===== src/rtl/apb2per_ext.sv =====
`default_nettype none
// ============================================================================
//  Module      : apb2per_ext
//  Description : APB slave to peripheral-master bridge. Forwards an APB access
//                as a req/gnt request, optionally waits for the r_valid
//                response, and can time out a stalled access with PSLVERR.
//  Revision    : 1.0 - initial release
// ============================================================================
module apb2per_ext #(
  parameter int unsigned PER_ADDR_WIDTH  = 32,
  parameter int unsigned APB_ADDR_WIDTH  = 32,
  parameter int unsigned DATA_WIDTH      = 32,
  parameter int unsigned WRITE_WAIT_RESP = 0,
  parameter int unsigned TIMEOUT_CYCLES  = 0
) (
  input  logic                      clk_i,
  input  logic                      rst_ni,
  input  logic [APB_ADDR_WIDTH-1:0] PADDR,
  input  logic [DATA_WIDTH-1:0]     PWDATA,
  input  logic                      PWRITE,
  input  logic                      PSEL,
  input  logic                      PENABLE,
  input  logic [DATA_WIDTH/8-1:0]   PSTRB,
  output logic [DATA_WIDTH-1:0]     PRDATA,
  output logic                      PREADY,
  output logic                      PSLVERR,
  output logic                      per_master_req_o,
  output logic [PER_ADDR_WIDTH-1:0] per_master_add_o,
  output logic                      per_master_we_o,
  output logic [DATA_WIDTH-1:0]     per_master_wdata_o,
  output logic [DATA_WIDTH/8-1:0]   per_master_be_o,
  input  logic                      per_master_gnt_i,
  input  logic                      per_master_r_valid_i,
  input  logic                      per_master_r_opc_i,
  input  logic [DATA_WIDTH-1:0]     per_master_r_rdata_i
);

  // A zero timeout still needs a legal one-bit counter vector.
  localparam int unsigned CNT_W = (TIMEOUT_CYCLES > 0) ? $clog2(TIMEOUT_CYCLES + 1) : 1;

  typedef enum logic [1:0] {
    ST_IDLE      = 2'd0,
    ST_WAIT_RESP = 2'd1,
    ST_DRAIN     = 2'd2
  } state_e;

  state_e           state_q, state_d;
  logic [CNT_W-1:0] cnt_q, cnt_d;
  logic             access;
  logic             timeout_hit;
  logic             write_on_gnt;

  assign access       = PSEL & PENABLE;
  assign write_on_gnt = PWRITE & (WRITE_WAIT_RESP == 0);

  // Timeout comparison exists only when a timeout is configured.
  generate
    if (TIMEOUT_CYCLES > 0) begin : g_timeout
      assign timeout_hit = (cnt_q == CNT_W'(TIMEOUT_CYCLES));
    end else begin : g_no_timeout
      assign timeout_hit = 1'b0;
    end
  endgenerate

  // Address is zero-extended or truncated to the peripheral width.
  generate
    if (PER_ADDR_WIDTH > APB_ADDR_WIDTH) begin : g_addr_ext
      assign per_master_add_o = {{(PER_ADDR_WIDTH - APB_ADDR_WIDTH){1'b0}}, PADDR};
    end else begin : g_addr_trunc
      assign per_master_add_o = PADDR[PER_ADDR_WIDTH-1:0];
    end
  endgenerate

  assign per_master_wdata_o = PWDATA;
  assign per_master_be_o    = PWRITE ? PSTRB : {(DATA_WIDTH/8){1'b1}};

  // Next-state, timeout counter and combinational handshake outputs.
  always_comb begin
    state_d          = state_q;
    cnt_d            = cnt_q;
    per_master_req_o = 1'b0;
    per_master_we_o  = 1'b0;
    PREADY           = 1'b0;
    PSLVERR          = 1'b0;
    PRDATA           = '0;
    case (state_q)
      ST_IDLE: begin
        if (access) begin
          per_master_we_o = PWRITE;
          if (per_master_gnt_i) begin
            // Grant wins over a coincident timeout.
            per_master_req_o = 1'b1;
            if (write_on_gnt) begin
              PREADY = 1'b1;
              cnt_d  = '0;
            end else begin
              state_d = ST_WAIT_RESP;
            end
          end else if (timeout_hit) begin
            PREADY  = 1'b1;
            PSLVERR = 1'b1;
            cnt_d   = '0;
          end else begin
            per_master_req_o = 1'b1;
            cnt_d            = cnt_q + CNT_W'(1);
          end
        end else begin
          cnt_d = '0;
        end
      end
      ST_WAIT_RESP: begin
        if (per_master_r_valid_i) begin
          PREADY  = 1'b1;
          PSLVERR = per_master_r_opc_i;
          PRDATA  = per_master_r_rdata_i;
          cnt_d   = '0;
          state_d = ST_IDLE;
        end else if (timeout_hit) begin
          // The late response must still be absorbed before a new request.
          PREADY  = 1'b1;
          PSLVERR = 1'b1;
          cnt_d   = '0;
          state_d = ST_DRAIN;
        end else begin
          cnt_d = cnt_q + CNT_W'(1);
        end
      end
      ST_DRAIN: begin
        if (per_master_r_valid_i) begin
          state_d = ST_IDLE;
        end
      end
      default: begin
        state_d = ST_IDLE;
        cnt_d   = '0;
      end
    endcase
  end

  // State and timeout counter registers.
  always_ff @(posedge clk_i or negedge rst_ni) begin
    if (!rst_ni) begin
      state_q <= ST_IDLE;
      cnt_q   <= '0;
    end else begin
      state_q <= state_d;
      cnt_q   <= cnt_d;
    end
  end

endmodule
`default_nettype wire


===== config.mk =====
export PLATFORM = sky130hd
export DESIGN_NAME = apb2per_ext
export DESIGN_NICKNAME = d
export VERILOG_FILES = /design/src/rtl/apb2per_ext.sv
export SDC_FILE = /design/constraint.sdc
export NUM_CORES = 1
export LEC_CHECK = 0
export CORE_AREA = 10 10 74 76
export DETAILED_ROUTE_END_ITERATION = 10
export DIE_AREA = 0 0 84 86
export DONT_BUFFER_PORTS = 1
export PLACE_DENSITY = 0.46
export SLEW_MARGIN = 30
export SYNTH_ARGS = -nofsm -noshare
export SYNTH_HDL_FRONTEND = slang
export SYNTH_SLANG_ARGS = --single-unit

===== constraint.sdc =====
create_clock -name clk_i -period 0.93 [get_ports clk_i]
set_clock_uncertainty 0.1 [all_clocks]
set_input_delay 0.093 -clock clk_i [delete_from_list [all_inputs] [get_ports clk_i]]
set_output_delay 0.093 -clock clk_i [all_outputs]
set_load 0.05 [all_outputs]

==> flow_summary.json, run 1 <==
{
  "multiInputGateArea_um2": 405,
  "ir_drop_uv": 287,
  "top_register": "state_q",
  "ios": 212,
  "path_max_fanout": 3,
  "pwr_density_cell_nw_per_um2": 456,
  "final_util": 0.228,
  "ff_latch_area_um2": 25.0,
  "place_hpwl_um": 3080,
  "drive_gt1_frac": 0.871,
  "largest_reg_flops": 1,
  "synth_seq_cells": 1,
  "core_area_um2": 3970,
  "firstDrtPassIters": 2,
  "vias_per_cell": 4.58,
  "synth_edf_count": 0,
  "start_util": 0.203,
  "async_reset_ff_frac": 1.00,
  "syn_avg_cell_area_um2": 7.08,
  "setup_ws_ns": -0.296,
  "largestRegisters": "state_q: 1 flops",
  "endpoint_kind": "output pin",
  "gp_congestion": 0.680,
  "grt_usage": 0.0796,
  "ys_types": 12,
  "max_stage_delay_ns": 0.38,
  "finalSetupViolations": 37,
  "fin_nets": 180,
  "synth_commonest_cells": "buf_4 (64), and3_1 (33), clkbuf_1 (4), nand2b_1 (4), buf_2 (2)",
  "clkSlewWorstSetupHoldPaths_ns": 0,
  "synth_area_leader_cell": "buf_4",
  "grt-ovfl-total": 0,
  "pre_cts_ws_ns": -0.306,
  "die_y_um": 86,
  "status": "finished with violations",
  "min_period_ns": 1.23,
  "crit_slowest_cell": "dfrtp_1",
  "violations": "negative setup slack",
  "drc_errors": 0,
  "wl_per_cell_um": 26.6,
  "fillers": 428,
  "syn-num-nets": 222,
  "syn_inst": 114,
  "timing.fmax_ghz": 0.816,
  "clock_latency_ns": 0,
  "grt_max_degree": 36,
  "dieWidth_um": 84,
  "antenna_found_initial": 4,
  "post_dp_cell_area_um2": 881,
  "netlist_top_cells_area": "buf_4 (60%), and3_1 (26%), dfrtp_1 (3.1%)",
  "worst-slew-pin-transition_ns": 0.176,
  "rsz0062_at_grt": "true",
  "finalPower_w": 0.000412,
  "die-area_um2": 7220,
  "crit_type": "reg -> out",
  "slew_violations": 0,
  "grt_first_pass_wirelength_um": 4750,
  "yosysSeqAreaShare": 0.0310,
  "fp-row-count": 23,
  "critPathBufInv": 1,
  "finalHoldViolCount": 0,
  "cap_violations": 0,
  "design_area_um2": 905,
  "worstSetupStartpointType": "register",
  "syn_area_um2": 807,
  "synth_top_area_frac": 0.595,
  "yosysMostFrequentCell": "buf_4",
  "worstPathRequired_ns": 0.74,
  "vias": 568,
  "synth-main-ff-cell": "dfrtp_1",
  "finalNonFillerCells": 124,
  "leakage_nw": 0.381,
  "fin_crit_sh": 1.32,
  "portBuffers": 0,
  "slew_headroom": 0.884,
  "path_cells": "buf_6 > and4b_4 > a22o_4",
  "drt_wl_total_um": 3300,
  "cp.arrival_ns": 1.03,
  "hp-class": "in -> out",
  "yosys_warnings": 0,
  "dp_cells": 119,
  "critPathTopFamily": "flip-flops",
  "ant_nets": 0,
  "areaGrowthSynthToFinish_pct": 12.1,
  "grt_pass1_vias": 666,
  "drt_iter0_markers": 1
}
## through the flow
step	setup TNS (ns)	hold WS (ns)
finish	-6.05	0.0860
global placement	-5.41	-0.303
CTS	-6.52	0.0863
global route	-8.30	0.0861
detailed placement	-5.79	-0.303
floorplan	-7.09	-0.303
## where the power goes
group          leakage [nW]    internal [W]        total, W  switching (W)
clock network     0.0000254  0.000000000575  0.000000000575              0
registers            0.0135       0.0000468       0.0000490     0.00000226
logic                 0.367        0.000139        0.000363       0.000224
## layer usage
metal,global-route usage,routed length (um),up-vias
met5,0,0,-
met4,0.0441,197,0
met3,0.0861,810,24
met2,0.134,1540,83
met1,0.0528,754,230
li1,-,-,231
## cell families after synthesis
kind of cell | synth area share
and+or+nand+nor | 0.319
DFF | 0.0310
muxes | 0.0124
AOI/OAI and AO/OA | 0.0109
buffers and inverters | 0.626
## area by class of cell
| type | count | area share |
|---|---|---|
| well taps | 50 | 0.0692 |
| flip-flops and latches | 1 | 0.0277 |
| multi-input cells | 43 | 0.448 |
| diodes | 4 | 0.0111 |
| repair buffers | 26 | 0.444 |
## final timing paths
kind,slack [ns],from,cells after the start,end
min in group asynchronous,0.21,rst_ni,1,state_q[0]$_DFFE_PN0P_
min reg2reg,0.62,state_q[0]$_DFFE_PN0P_,3,state_q[0]$_DFFE_PN0P_
min,0.09,PWDATA[27],0,per_master_wdata_o[27]
max reg2reg,-0.05,state_q[0]$_DFFE_PN0P_,3,state_q[0]$_DFFE_PN0P_
max,-0.30,state_q[0]$_DFFE_PN0P_,3,PREADY
max in group asynchronous,0.42,rst_ni,1,state_q[0]$_DFFE_PN0P_
## layout by cell type, fill, tap and decap left out
cell type and count:
a22o_4 1, and3_2 15, and3_4 18, and4b_4 1
buf_12 16, buf_4 8, buf_6 1, dfrtp_1 1
diode_2 4, dlygate4sd3_1 1, mux2i_1 1, nand2_1 1
nand2b_1 4, nand4b_1 1, nor2_4 1
## repair_timing
| action | CTS | global route |
|---|---|---|
| gates resized for setup | 1 | 0 |
| pin swaps | 3 | 1 |
| hold buffers | 1 | 0 |
| hold endpoints to repair | 1 | 0 |
| setup buffers | 0 | 0 |
| setup endpoints to repair | 37 | 37 |
No activity file was read; power rests on OpenSTA's default activity.
==> run 2, diff against run 1 <==
--- a/config.mk
+++ b/config.mk
@@ -10,6 +10,7 @@
 export DIE_AREA = 0 0 84 86
 export DONT_BUFFER_PORTS = 1
 export PLACE_DENSITY = 0.46
+export REMOVE_ABC_BUFFERS = 1
 export SLEW_MARGIN = 30
 export SYNTH_ARGS = -nofsm -noshare
 export SYNTH_HDL_FRONTEND = slang
==> flow_summary.json, run 2 (synthesis results as in run 1) <==
{
  "status": "finished with violations",
  "violations": "negative setup slack",
  "setup_ws_ns": -0.286,
  "ff_latch_area_um2": 26.3,
  "crit_slowest_cell": "dfrtp_2",
  "grt_pass1_vias": 817,
  "fin_nets": 202,
  "multiInputGateArea_um2": 414,
  "leakage_nw": 0.549,
  "slew_violations": 0,
  "path_cells": "and4b_1 > a22o_1 > buf_12",
  "portBuffers": 0,
  "vias": 742,
  "top_register": "state_q",
  "areaGrowthSynthToFinish_pct": 66.0,
  "power_frac_seq": 0.095,
  "dp_cells": 136,
  "worstPathRequired_ns": 0.74,
  "endpoint_kind": "output pin",
  "worst-slew-pin-transition_ns": 0.157,
  "dieWidth_um": 84,
  "clkSlewWorstSetupHoldPaths_ns": 0,
  "final_util": 0.337,
  "largest_reg_flops": 1,
  "drc_errors": 0,
  "place_hpwl_um": 8500,
  "layout_common_cells": "buf_12 (35), and3_4 (26), and3_1 (7), buf_4 (7), nand2b_1 (4)",
  "cp.arrival_ns": 1.02,
  "grt_first_pass_wirelength_um": 10800,
  "finalNonFillerCells": 142,
  "rsz0062_at_grt": "true",
  "grt_max_degree": 36,
  "grt-ovfl-total": 0,
  "die_y_um": 86,
  "final_common_cell": "buf_12",
  "drive_gt1_frac": 0.815,
  "p_int_w": 0.000272,
  "cap_violations": 0,
  "fp-row-count": 23,
  "pwr_density_cell_nw_per_um2": 395,
  "antenna_found_initial": 0,
  "wl_per_cell_um": 65.2,
  "grt_usage": 0.227,
  "start_util": 0.203,
  "p_sw_frac": 0.486,
  "critPathTopFamily": "flip-flops",
  "ios": 212,
  "p_sw_w": 0.000257,
  "max_stage_delay_ns": 0.41,
  "core_area_um2": 3970,
  "drt_iter0_markers": 12,
  "combinationalPowerShare": 0.905,
  "path_max_fanout": 4,
  "min_period_ns": 1.22,
  "gp_congestion": 0.902,
  "finalSetupViolations": 37,
  "slew_headroom": 0.892,
  "firstDrtPassIters": 3,
  "crit_type": "reg -> out",
  "die-area_um2": 7220,
  "fin_crit_sh": 1.31,
  "ir_drop_uv": 250,
  "pwr-share-clk": 0,
  "clock_latency_ns": 0,
  "worstSetupStartpointType": "register",
  "timing.fmax_ghz": 0.823,
  "vias_per_cell": 5.23,
  "finalHoldViolCount": 0,
  "hp-class": "in -> out",
  "drt_wl_total_um": 9250,
  "ant_nets": 0,
  "critPathBufInv": 1,
  "fillers": 376,
  "n_antenna_cell": 0,
  "largestRegisters": "state_q: 1 flops"
}
==> run 2: power by group through the flow <==
stage | registers [W] | clock network (W) | logic (W)
CTS | 0.0000494 | 0 | 0.000418
global route | 0.0000504 | 0 | 0.000495
finish | 0.0000504 | 0 | 0.000479
detailed placement | 0.0000489 | 0 | 0.000401
global placement | 0.0000484 | 0 | 0.000397
floorplan | 0.0000583 | 0 | 0.000200
==> run 2: path summary, 6_finish.rpt <==
kind                                   startpoint                     end  slack, ns  cells past startpoint
max reg2reg                state_q[0]$_DFFE_PN0P_  state_q[0]$_DFFE_PN0P_      -0.02                      2
min in group asynchronous                  rst_ni  state_q[0]$_DFFE_PN0P_       0.21                      1
min reg2reg                state_q[0]$_DFFE_PN0P_  state_q[0]$_DFFE_PN0P_       0.58                      2
max                        state_q[0]$_DFFE_PN0P_                  PREADY      -0.29                      3
max in group asynchronous                  rst_ni  state_q[0]$_DFFE_PN0P_       0.41                      1
min                                     PADDR[14]    per_master_add_o[14]       0.09                      0
==> run 2: area by class of cell <==
type,count,share of cell area
Sequential cell,1,0.0196
Timing Repair Buffer,48,0.625
Tap cell,50,0.0467
Multi-Input combinational cell,43,0.309
==> run 2: timing repair <==
item	in CTS	in global routing
endpoints found under the setup margin	36	37
setup buffers	1	2
hold buffers	1	0
gates resized for setup	6	30
gates cloned	0	2
hold endpoints to repair	1	0
pin swaps	1	0
==> run 2: routing by layer <==
layer  global-route usage  routed length [um]  vias to the layer above
met4               0.0167                  72                        0
met5               0.0350                   0                        -
met3                0.314                2560                        2
met1                0.122                1850                      297
met2                0.416                4770                      175
li1                     -                   -                      268
==> run 2: per-stage QoR <==
step	power [W]	setup TNS [ns]	cell area [um2]	hold WS (ns)	setup slack, ns
after floorplan	0.000259	-17.82	302	-0.303	-1.01
after global placement	0.000446	-8.09	1100	-0.303	-0.247
after detailed placement	0.000450	-9.88	1100	-0.303	-0.311
after CTS	0.000467	-8.37	1140	0.0865	-0.269
after global routing	0.000545	-9.45	1340	0.0863	-0.313
final	0.000529	-8.92	1340	0.0864	-0.286
==> run 2: worst register-to-register path, stage by stage, from the launching register on <==
cell and delay (ns):
dfrtp_2 0.41, buf_4 0.17, mux2i_1 0.17
